$ cat src/rtl/dmem_port_arbiter.sv
`default_nettype none
// ============================================================================
// dmem_port_arbiter : shares one data-memory port between core and debug ports
// Rev 1.0 - initial release
// ============================================================================
module dmem_port_arbiter #(
    parameter int AW         = 32,
    parameter int DW         = 32,
    parameter int MEM_LAT    = 1,
    parameter int STARVE_MAX = 4
) (
    input  logic          clk,
    input  logic          rst,
    input  logic          core_req,
    input  logic          core_we,
    input  logic [AW-1:0] core_addr,
    input  logic [DW-1:0] core_wdata,
    output logic          core_ready,
    output logic          core_done,
    output logic          core_err,
    output logic [DW-1:0] core_rdata,
    input  logic          dbg_req,
    input  logic          dbg_we,
    input  logic [AW-1:0] dbg_addr,
    input  logic [DW-1:0] dbg_wdata,
    output logic          dbg_ready,
    output logic          dbg_done,
    output logic          dbg_err,
    output logic [DW-1:0] dbg_rdata,
    output logic          mem_en,
    output logic          mem_we,
    output logic [AW-3:0] mem_addr,
    output logic [DW-1:0] mem_wdata,
    input  logic [DW-1:0] mem_rdata,
    output logic          busy
);

    localparam logic [2:0] LAT_LIM    = 3'(MEM_LAT);
    localparam logic [3:0] STARVE_LIM = 4'(STARVE_MAX);

    typedef enum logic [1:0] {
        IDLE    = 2'd0,
        ISSUE   = 2'd1,
        WAIT_RD = 2'd2,
        ERR     = 2'd3
    } state_t;

    state_t        state;
    logic          own_dbg;
    logic          acc_we;
    logic [AW-3:0] acc_addr;
    logic [DW-1:0] acc_wdata;
    logic [2:0]    lat_cnt;
    logic [3:0]    starve_cnt;
    logic [DW-1:0] core_rdata_q;
    logic [DW-1:0] dbg_rdata_q;

    logic          idle;
    logic          starved;
    logic          core_grant;
    logic          dbg_grant;
    logic          sel_we;
    logic [AW-1:0] sel_addr;
    logic [DW-1:0] sel_wdata;
    logic          rd_done;
    logic          st_done;
    logic          err_done;
    logic          any_done;

    // rst gates ready so nothing is offered while reset is held
    assign idle       = rst && (state == IDLE);
    assign starved    = (starve_cnt == STARVE_LIM);
    assign core_grant = idle && core_req && (!dbg_req || !starved);
    assign dbg_grant  = idle && dbg_req && (!core_req || starved);

    assign sel_we    = dbg_grant ? dbg_we    : core_we;
    assign sel_addr  = dbg_grant ? dbg_addr  : core_addr;
    assign sel_wdata = dbg_grant ? dbg_wdata : core_wdata;

    assign rd_done  = (state == WAIT_RD) && (lat_cnt == LAT_LIM);
    assign st_done  = (state == ISSUE) && acc_we;
    assign err_done = (state == ERR);
    assign any_done = rd_done || st_done || err_done;

    assign core_ready = core_grant;
    assign dbg_ready  = dbg_grant;
    assign core_done  = any_done && !own_dbg;
    assign dbg_done   = any_done && own_dbg;
    assign core_err   = err_done && !own_dbg;
    assign dbg_err    = err_done && own_dbg;

    // Read data bypasses the holding register in the done cycle itself
    assign core_rdata = (rd_done && !own_dbg) ? mem_rdata : core_rdata_q;
    assign dbg_rdata  = (rd_done && own_dbg)  ? mem_rdata : dbg_rdata_q;

    assign mem_en    = (state == ISSUE);
    assign mem_we    = mem_en && acc_we;
    assign mem_addr  = acc_addr;
    assign mem_wdata = acc_wdata;
    assign busy      = (state != IDLE);

    always_ff @(posedge clk or negedge rst) begin
        if (!rst) begin
            state        <= IDLE;
            own_dbg      <= 1'b0;
            acc_we       <= 1'b0;
            acc_addr     <= '0;
            acc_wdata    <= '0;
            lat_cnt      <= 3'd0;
            starve_cnt   <= 4'd0;
            core_rdata_q <= '0;
            dbg_rdata_q  <= '0;
        end else begin
            if (!dbg_req || dbg_grant) begin
                starve_cnt <= 4'd0;
            end else if (core_grant && !starved) begin
                starve_cnt <= starve_cnt + 4'd1;
            end

            case (state)
                IDLE: begin
                    if (core_grant || dbg_grant) begin
                        own_dbg   <= dbg_grant;
                        acc_we    <= sel_we;
                        acc_addr  <= sel_addr[AW-1:2];
                        acc_wdata <= sel_wdata;
                        state     <= (sel_addr[1:0] != 2'b00) ? ERR : ISSUE;
                    end
                end
                ISSUE: begin
                    if (acc_we) begin
                        state <= IDLE;
                    end else begin
                        state   <= WAIT_RD;
                        lat_cnt <= 3'd1;
                    end
                end
                WAIT_RD: begin
                    if (lat_cnt == LAT_LIM) begin
                        if (own_dbg) begin
                            dbg_rdata_q <= mem_rdata;
                        end else begin
                            core_rdata_q <= mem_rdata;
                        end
                        state <= IDLE;
                    end else begin
                        lat_cnt <= lat_cnt + 3'd1;
                    end
                end
                ERR: begin
                    state <= IDLE;
                end
                default: begin
                    state <= IDLE;
                end
            endcase
        end
    end

endmodule
`default_nettype wire

$ cat config.mk
export PLATFORM = sky130hd
export DESIGN_NAME = dmem_port_arbiter
export DESIGN_NICKNAME = d
export VERILOG_FILES = /design/src/rtl/dmem_port_arbiter.sv
export SDC_FILE = /design/constraint.sdc
export NUM_CORES = 1
export LEC_CHECK = 0
export BUFFER_PORTS_ARGS = -buffer_cell sky130_fd_sc_hd__buf_2
export CAP_MARGIN = 25
export CORE_ASPECT_RATIO = 1.75
export CORE_UTILIZATION = 45
export DETAILED_ROUTE_END_ITERATION = 16
export PLACE_DENSITY = 0.87
export RECOVER_POWER = 100
export SYNTH_ARGS = -nofsm -noshare
export SYNTH_HDL_FRONTEND = slang
export SYNTH_SLANG_ARGS = --single-unit
$ cat constraint.sdc
create_clock -name clk -period 6 [get_ports clk]
set_input_delay 1.2 -clock clk [delete_from_list [all_inputs] [get_ports clk]]
set_output_delay 1.2 -clock clk [all_outputs]
set_load 0.1 [all_outputs]
## Word level (Yosys, flattened, before mapping)

Cells that the tools add are included.

| cells by class | value |
|---|---|
| add/sub/neg operators | 2 |
| multipliers | 0 |
| divide/modulo/power cells | 0 |
| $lt $le $gt $ge | 0 |
| equal/unequal tests | 9 |
| shift operators | 0 |
| mux-type cells | 15 |
| bitwise operators | 1 |
| reduce and logical (&&, ||, !) cells | 34 |

Operator list:

| operator | number |
|---|---|
| two-way mux 32 bit | 4 |
| logical AND 1 bit | 14 |
| AND reduction 3 bit | 3 |
| two-way mux 2 bit | 4 |
| two-way mux 4 bit | 2 |
| one-hot mux 2 bit (4 select lines) | 1 |
| nonzero test 2 bit | 4 |
| logical OR 1 bit | 6 |
| two-way mux 3 bit | 2 |
| one-hot mux 3 bit (2 select lines) | 1 |
| adder 4 x 1 -> 4 bit, second input constant | 1 |
| == test 2 bit, second input constant | 2 |
| == test 4 x 3 -> 1 bit, second input constant | 1 |
| zero test 1 bit | 4 |
| != test 2 x 1 -> 1 bit, second input constant | 2 |
| != test 2 bit, second input constant | 2 |
| AND reduction 2 bit | 2 |
| adder 3 x 1 -> 3 bit, second input constant | 1 |
| == test 3 x 1 -> 1 bit, second input constant | 1 |
| == test 2 x 1 -> 1 bit, second input constant | 1 |
| zero test 2 bit | 1 |
| two-way mux 1 bit | 1 |
| inverter 1 bit | 1 |

| word-level totals | value |
|---|---|
| bits in registers | 137 |
| latch bits | 0 |
| RAM bits | 0 |
| bits in read-only memories | 0 |
| logic and storage cells | 70 |
| memories kept | 0 |

## Depth between registers and ports, before layout

Gate-level depths: netlist of run 1.

| depth | value |
|---|---|
| word-level depth | 9 |
| mapped depth | 9 |

## Worst setup path after synthesis of run 1

No wires, ideal clock.

| path | value |
|---|---|
| kind | input-to-output |
| from | in rst |
| to | out core_ready |
| data arrival time | 3.659 ns |
| data required time | 4.800 ns |
| slack | 1.141 ns |
| stages on the path | 2 |
| path buffers | 0 |
| path through | nand2_1 a211oi_1 |

| on the way | value |
|---|---|
| cells in the longest elaborated chain, start to end | 3 |

Ends and longest elaborated chain:

| what | line | source |
|---|---|---|
| from (decl) | 13 | `input logic rst,` |
| logical AND 1 bit | 71 | `assign idle = rst && (state == IDLE);` |
| logical AND 1 bit (2 in a row) | 73 | `assign core_grant = idle && core_req && (!dbg_req \|\| !starved);` |
| to (decl) | 18 | `output logic core_ready,` |

No other way between the ends.

## Worst setup path in the final report of run 1

| path | value |
|---|---|
| from | reg state[0] |
| to | out core_rdata[6] |

| on the way | value |
|---|---|
| cells in the longest elaborated chain, start to end | 4 |

Ends and longest elaborated chain:

| what | line | source |
|---|---|---|
| from (decl) | 48 | `state_t state;` |
| from (signal assigned) | 127 | `state <= (sel_addr[1:0] != 2'b00) ? ERR : ISSUE;` |
| == test 2 bit | 80 | `assign rd_done = (state == WAIT_RD) && (lat_cnt == LAT_LIM);` |
| logical AND 1 bit | 80 |  |
| logical AND 1 bit | 93 | `assign core_rdata = (rd_done && !own_dbg) ? mem_rdata : core_rdata_q;` |
| two-way mux 32 bit | 93 |  |
| to (decl) | 21 | `output logic [DW-1:0] core_rdata,` |

No other way between the ends.

==> results.txt, run 1 <==
The run finished, with violations left. The final reports fail on capacitance limit, slew limit. The worst hold-check path type is reg -> reg. In this run the critical register-to-register path is captured at state[1]$_DFFE_PN0P_. The most critical setup path has its endpoint at core_rdata[6]. At the end of the flow the core is filled with cells to 59.6%. The final estimated routing congestion in global placement came out at 0.789. After synthesis, the mean cell area works out to 10.6 um2. The top achievable clock speed is 0.200 GHz. Gates resized during post-CTS repair numbered 0. The number of I/O pins came out at 301. The number of slew-limit violations in the final report came out at 119. The number of enable-type register cells in the synthesized netlist is 0.

TritonCTS built the clock tree. The number of fill cells in the layout is 1308. For this run, design rule violations remaining after detail routing come to 0. The commonest non-fill, non-tap cell in the layout is sky130_fd_sc_hd__buf_2. In this run the critical register-to-register path is launched from state[0]$_DFFE_PN0P_. The slack of the worst reg-to-reg path is 1.80 ns. The depth of the most critical reg-to-reg path came out at 7.

The total clock sinks came out at 137. The data required time at the worst endpoint came out at 4.80 ns. The final wirelength came out at 17.2 mm. The largest clock skew in the final design came out at 0.00873 ns. The transition time of the tightest slew-check pin came out at 2.80 ns. The maximum fanout encountered on the critical timing path is 34. In this run the worst setup path begins at state[0]$_DFFE_PN0P_.

The post-detailed-route count of antenna-violating nets came out at 0. The number of antenna violations at the first check in global routing is 0. The chip height came out at 164 um.

Across the run, the number of max-cap violations was 2. The number of hold violations in the final report was 0. Counting flops with an async set or reset pin after synthesis yields a share of 100%.

The number of different library cells used by synthesis comes to 37. Of all cell types, the one taking the most synthesized area is sky130_fd_sc_hd__dfrtp_1. The critical path goes through inv_1, ha_1, nand3b_2, nor2_4, clkbuf_1, mux2_2, buf_2. The total negative slack for setup checks came out at 0 ns. The total CTS buffers came out at 17. In the layout the commonest cells are sky130_fd_sc_hd__buf_2, sky130_fd_sc_hd__dfrtp_1, sky130_fd_sc_hd__clkbuf_1.

After clock tree synthesis, the clock-pin slew on the worst setup and hold paths is 0.06 ns. The count of nets after finishing is 1096. By area the synthesized netlist is led by sky130_fd_sc_hd__dfrtp_1, sky130_fd_sc_hd__mux2_2, sky130_fd_sc_hd__a21oi_1. The number of levels the H-tree was split into is 4. The post-route netlist has 36.1% of its cells at a drive strength greater than 1.

Using the TritonRoute via totals, the vias-per-cell ratio works out to 5.20. The starting DRC count in detailed routing is 231. The latest clock arrival within the worst-skew pair is 0.40 ns. The top-area cell type share of the netlist area is 50.9%.

The cell area that synthesis handed to floorplanning was 6740 um2. Entering global routing, the biggest net connects 72 pins. The number of cells produced by synthesis is 635. The residual overflow from global routing came out at 0. The cell area after placement came out at 8270 um2.

For this run, the number of Yosys warnings is 0. The floorplan row count is 58. The root buffer cell is sky130_fd_sc_hd__clkbuf_16. The final setup violation count is 0. For this run, the leading register cell type out of synthesis is sky130_fd_sc_hd__dfrtp_1. For this run, the register share of the synthesized area comes to 50.9%. The post-detailed-placement half-perimeter wirelength is 12.5 mm.

The number of global-route vias before repair came to 5584. The start-to-end type of the worst setup path is reg -> out. After clock tree synthesis, the flow added hold-fix buffers numbering 0.

The area of all placed cells without fillers is 8650 um2. Data on the critical path arrives at its endpoint at 3.81 ns. The nature of the critical path startpoint is a flip-flop. Setup repair after global routing left no endpoint under its margin. The number of nets handed over by synthesis was 809. The post-CTS repair timing setup buffer count is 0.

Global routing used 21.7% of the available tracks. The post-route minimum period came out at 5.01 ns. The first detailed-routing pass ran for 4 iterations. The layout-stage area growth over the synthesis result came out at 28.4%.

The initial core utilization came out at 46.4%. The number of storage elements in the synthesis netlist came out at 137. Of the available clock period, the critical path in the final layout requires 83.4%. The first-pass GRT wire length came out at 26.2 mm. The placeable core region is 14500 um2.

The die boundary width came out at 94.5 um. The maximum clock path buffer count came out at 2. The total of buffers placed on input and output ports is 300. The worst stage delay on the critical path is 0.90 ns. The element type at the critical path end is an output port. The detailed-route wire length per cell is 15.4 um.

The total number of vias is 5800. The die area came out at 15500 um2. The worst relative slew slack is -86.5%. The slowest stage of the critical path belongs to the cell sky130_fd_sc_hd__clkbuf_1.
## worst min-delay path by stage
stage	start	endpoint	slack, ns	cells after the start
3_5_place_dp	dbg_rdata_q[10]$_DFFE_PN0P_	dbg_rdata_q[10]$_DFFE_PN0P_	0.49	1
3_3_place_gp	dbg_rdata_q[31]$_DFFE_PN0P_	dbg_rdata_q[31]$_DFFE_PN0P_	0.48	1
5_1_grt	dbg_rdata_q[30]$_DFFE_PN0P_	dbg_rdata_q[30]$_DFFE_PN0P_	0.51	1
2_1_floorplan	core_rdata_q[27]$_DFFE_PN0P_	core_rdata_q[27]$_DFFE_PN0P_	0.47	1
6_report	dbg_rdata_q[5]$_DFFE_PN0P_	dbg_rdata_q[5]$_DFFE_PN0P_	0.50	1
4_1_cts	dbg_rdata_q[30]$_DFFE_PN0P_	dbg_rdata_q[30]$_DFFE_PN0P_	0.50	1
## area by class of cell
class                   instances  area (um2)  share of cell area (%)
flip-flops and latches        137        3430                    39.6
clock buffers                  19         433                    5.00
multi-input cells             446        2980                    34.4
repair buffers                309        1400                    16.2
diodes                          1        2.50                  0.0289
inverters                      11        41.3                   0.477
clock inverters                13         145                    1.68
well taps                     180         225                    2.60
## synth_stat cells, types with 2 or more instances
| cell type | count |
|---|---|
| sky130_fd_sc_hd__dfrtp_1 | 137 |
| sky130_fd_sc_hd__a21oi_1 | 129 |
| sky130_fd_sc_hd__mux2_2 | 125 |
| sky130_fd_sc_hd__nand2_1 | 80 |
| sky130_fd_sc_hd__nor2_1 | 65 |
| sky130_fd_sc_hd__buf_2 | 20 |
| sky130_fd_sc_hd__buf_4 | 13 |
| sky130_fd_sc_hd__inv_1 | 10 |
| sky130_fd_sc_hd__ha_1 | 8 |
| sky130_fd_sc_hd__nand3_1 | 6 |
| sky130_fd_sc_hd__buf_6 | 5 |
| sky130_fd_sc_hd__mux2_1 | 4 |
| sky130_fd_sc_hd__nor2b_1 | 3 |
| sky130_fd_sc_hd__o21ai_0 | 3 |
| sky130_fd_sc_hd__and2_1 | 2 |
| sky130_fd_sc_hd__clkbuf_1 | 2 |
| sky130_fd_sc_hd__nand2b_1 | 2 |
| sky130_fd_sc_hd__nor3_1 | 2 |
## metrics by stage
| step | setup slack (ns) | hold slack, ns | instances |
|---|---|---|---|
| after floorplan | 1.14 | 0.473 | 635 |
| after global placement | 1.98 | 0.482 | 1082 |
| after detailed placement | 1.96 | 0.488 | 1083 |
| after CTS | 1.52 | 0.502 | 1115 |
| after global routing | 0.766 | 0.512 | 1115 |
| final | 0.994 | 0.498 | 1116 |
## sequential cells by signal (all words and copies together) (netlist names)
name          flops
core_rdata_q     32
mem_addr         30
dbg_rdata_q      32
acc_we            1
state             2
own_dbg           1
lat_cnt           3
mem_wdata        32
starve_cnt        4
## critical path, delay by kind of cell (launching register included)
kind | cells | cell delay (ns)
buffers and inverters | 3 | 1.43
DFF | 1 | 0.41
and+or+nand+nor | 2 | 0.89
muxes | 1 | 0.31
adders and majority gates | 1 | 0.34
## logic make-up (layout without fill, tap and decap cells)
kind of cell               after synthesis  count (layout)  share of synthesized area [%]
buffers and inverters                   52             352                           4.72
muxes                                  129             129                           21.6
adders and majority gates                8               8                           1.49
AOI/OAI and AO/OA                      141             141                           11.0
other                                    0               1                              0
and+or+nand+nor                        168             168                           10.3
DFF                                    137             137                           50.9
## metal layers
metal	GRT usage [%]	wire length (um)	up-vias	part of all wire, %
li1	-	-	2761	-
met1	24.6	6560	2760	38
met2	39.0	9130	243	53
met3	3.89	996	36	5.8
met4	10.2	526	0	3.1
met5	0	0	-	0
Power of run 1 is not shown: default switching activity piles up to over one toggle a cycle in this logic, so the estimate is an artifact.
==> inputs of run 2 (changes only) <==
--- a/config.mk
+++ b/config.mk
@@ -8,7 +8,7 @@
 export BUFFER_PORTS_ARGS = -buffer_cell sky130_fd_sc_hd__buf_2
 export CAP_MARGIN = 25
 export CORE_ASPECT_RATIO = 1.75
-export CORE_UTILIZATION = 45
+export CORE_UTILIZATION = 43
 export DETAILED_ROUTE_END_ITERATION = 16
 export PLACE_DENSITY = 0.87
 export RECOVER_POWER = 100
==> constraint.sdc (replaced) <==
create_clock -name clk -period 4.19 [get_ports clk]
set_input_delay 0.838 -clock clk [delete_from_list [all_inputs] [get_ports clk]]
set_output_delay 0.838 -clock clk [all_outputs]
set_load 0.1 [all_outputs]
==> run 2 against run 1 <==
Compared with the run above:
- the flow still finishes with violations (capacitance limit, slew limit)
- count of clock-buffer cells in the layout is 1 higher
- utilization is 2.5 points lower
- cell area is 1.0% higher
- routed wire length is 6.0% higher
- sequential share of layout area is 0.40 points lower
- final cell count is 0.54% higher
- first-iteration DRC count is 33% lower
- register-to-register slack worse by 0.58 ns
- hold slack better by 0.0024 ns
- via count is 2.2% higher
- worst setup slack worse by 0.55 ns
==> results.txt, run 2 (synthesis gave the netlist of run 1 again) <==
The signal on the critical path passes through inv_1, ha_1, nand4b_1, buf_12, mux2_2, clkbuf_1. The worst register-to-register path begins at state[0]$_DFFE_PN0P_. The instance count along the most critical hold path is 1 (unchanged). The final reports fail on capacitance limit, slew limit. The total DRC errors in the routed layout is 0 (unchanged).

The final wirelength is 18.2 mm (+6.0%). The total clock sinks is 137 (unchanged). The startpoint identified for the worst hold timing path is core_rdata_q[31]$_DFFE_PN0P_. The largest clock skew in the final design was 0.0166 ns (+0.00792 ns). The number of global-route vias before repair came out at 6153 (+10%). The number of antenna violations at the first check in global routing is 1 (+1). The worst stage delay on the critical path is 0.90 ns (about the same). The transition time of the tightest slew-check pin is 1.67 ns (-1.13 ns). Setup repair after global routing left no endpoint under its margin. The depth of the most critical reg-to-reg path is 7 (unchanged). The total number of vias is 5929 (+2.2%).

The number of hold violations in the final report is 0 (unchanged). The largest individual stage delay along the critical path comes from the cell sky130_fd_sc_hd__clkbuf_1. The initial core utilization came to 44.0% (-2.4 points). For hold timing, the worst endpoint is core_rdata_q[31]$_DFFE_PN0P_.

In this run the critical register-to-register path is captured at mem_addr[4]$_DFFE_PN0P_. The number of levels the H-tree was split into came out at 4 (unchanged). TritonCTS built the clock tree. The top cell types in the final layout, fill and taps aside, are sky130_fd_sc_hd__buf_2, sky130_fd_sc_hd__dfrtp_1, sky130_fd_sc_hd__a21oi_1. The post-detailed-route count of antenna-violating nets was 0 (unchanged).

The start-to-end type of the worst setup path is reg -> out. The number of I/O pins is 301 (unchanged). The aggregate global-route resource usage came out at 22.7% (+0.96 points). The fraction of layout cells with a size suffix above 1 came out at 38.2% (+2.1 points). The element type at the critical path end is an output port. The arrival time at the worst endpoint was 2.91 ns (-0.90 ns). The starting DRC count in detailed routing came out at 155 (-33%).

The quantity of gates resized following cts came out at 0 (unchanged). The worst hold-check path type is reg -> reg. The cell total after placement is 1089 (+0.55%). The latest clock arrival within the worst-skew pair is 0.40 ns (about the same). The total negative slack for setup checks came out at 0 ns (unchanged). The data required time at the worst endpoint came out at 3.35 ns (-1.45 ns). The die boundary width is 96.6 um (+2.3%). The number of diodes was 0 (-1).

The first-pass GRT wire length is 29.7 mm (+13%). The placeable core region is 15300 um2 (+5.5%). The final estimated routing congestion in global placement is 0.815 (+3.3%). The slack of the worst reg-to-reg path is 1.22 ns (-0.58 ns). The post-route core utilization is 57.1% (-2.5 points). The library cell used most frequently in the layout, excluding fill and tap cells, is sky130_fd_sc_hd__buf_2.

The post-detailed-route via-to-cell ratio is 5.28 (+1.7%). The final setup violation count came out at 0 (unchanged). The number of fill cells in the layout was 1403 (+7.3%). The number of max-capacitance violations reported came to 1 (-1). In this run the clock root is driven by a sky130_fd_sc_hd__clkbuf_16.

The chip height is 168 um (+2.3%). The residual overflow from global routing came out at 0 (unchanged). The worst relative slew slack came out at -11.3% (+75 points). The post-CTS repair timing setup buffer count came out at 0 (unchanged). The clock transition time at the flip-flop clock pins of the worst setup and hold paths is 0.06 ns (about the same). The flow ran to the end, but the final reports show violations. The post-detailed-placement half-perimeter wirelength came to 13.1 mm (+4.9%). The total of buffers placed on input and output ports came out at 300 (unchanged). The top achievable clock speed is 0.267 GHz. The detailed-route wire length per cell came out at 16.3 um (+5.4%). The final critical path takes up 89.4% of the cycle. The final instance count without filler cells is 1122 (+0.54%).

The total CTS buffers is 17 (unchanged). The number of slew-limit violations in the final report came out at 68 (-43%). The number of detailed-route iterations in the first pass is 4 (unchanged).

The number of buffers added to fix hold violations after cts was 0 (unchanged). STA classifies the critical path startpoint as a flip-flop. The post-route minimum period came out at 3.75 ns. The floorplan row count is 60 (+3.4%). The count of nets after finishing is 1097 (+0.091%).

The area taken by multi-input logic gates is 2990 um2 (+0.46%). The maximum fanout encountered on the critical timing path came out at 64 (+88%). The die area is 16200 um2 (+4.6%). The layout-stage area growth over the synthesis result came out at 29.8%. The maximum clock path buffer count is 2 (unchanged).

The pin count of the biggest net entering global routing is 74 (+2.8%). The sequential cell area came to 3430 um2 (unchanged).
[run 2: changes by cell type in the layout (fill, tap and decap cells not counted), moves of 2 or more]
cell,previous run,this run
sky130_fd_sc_hd__clkinvlp_4,6,4
sky130_fd_sc_hd__buf_2,174,164
sky130_fd_sc_hd__clkinv_4,0,3
sky130_fd_sc_hd__clkbuf_2,0,28
sky130_fd_sc_hd__clkbuf_1,131,113
sky130_fd_sc_hd__buf_4,5,3
sky130_fd_sc_hd__buf_12,0,3
[run 2: worst max-delay path by stage]
stage | start | slack [ns] | end | cells past startpoint
final | state[0]$_DFFE_PN0P_ | 0.44 | dbg_rdata[12] | 6
after global placement | state[0]$_DFFE_PN0P_ | 1.08 | core_rdata[9] | 7
after global routing | state[0]$_DFFE_PN0P_ | 0.28 | core_rdata[30] | 6
after floorplan | rst | 0.06 | core_ready | 2
after CTS | state[0]$_DFFE_PN0P_ | 0.52 | core_rdata[16] | 7
after detailed placement | state[0]$_DFFE_PN0P_ | 0.97 | core_rdata[16] | 7
[run 2: layout make-up]
cell class                 count  share of cell area [%]
clock inverter                12                    1.35
clock buffer                  20                    5.11
multi-input combinational    446                    34.2
timing repair buffer         310                    17.0
inverter                      11                   0.472
tap                          186                    2.66
sequential                   137                    39.2
[run 2: worst max-delay path: cells and delay by family (launching register included)]
kind	cells	cell delay (ns)
fa+ha+maj	1	0.33
simple gates	1	0.20
mux	1	0.27
buf+inv	3	1.27
flops	1	0.40
[run 2: per-layer routing]
layer,global-route usage [%],vias to the layer above,wire length (um)
li1,-,2770,-
met1,25.0,2865,6900
met2,40.5,251,9810
met3,4.76,43,919
met4,12.1,0,607
met5,0,-,0
[run 2: per-stage QoR]
| step | cell area [um2] | hold WS [ns] | setup WS, ns |
|---|---|---|---|
| floorplan | 6740 | 0.473 | 0.0553 |
| finish | 8740 | 0.500 | 0.443 |
| CTS | 8880 | 0.502 | 0.516 |
| global route | 8740 | 0.511 | 0.281 |
| detailed placement | 8320 | 0.488 | 0.973 |
| global placement | 8320 | 0.481 | 1.08 |
Power of run 2 is left out for the same reason.
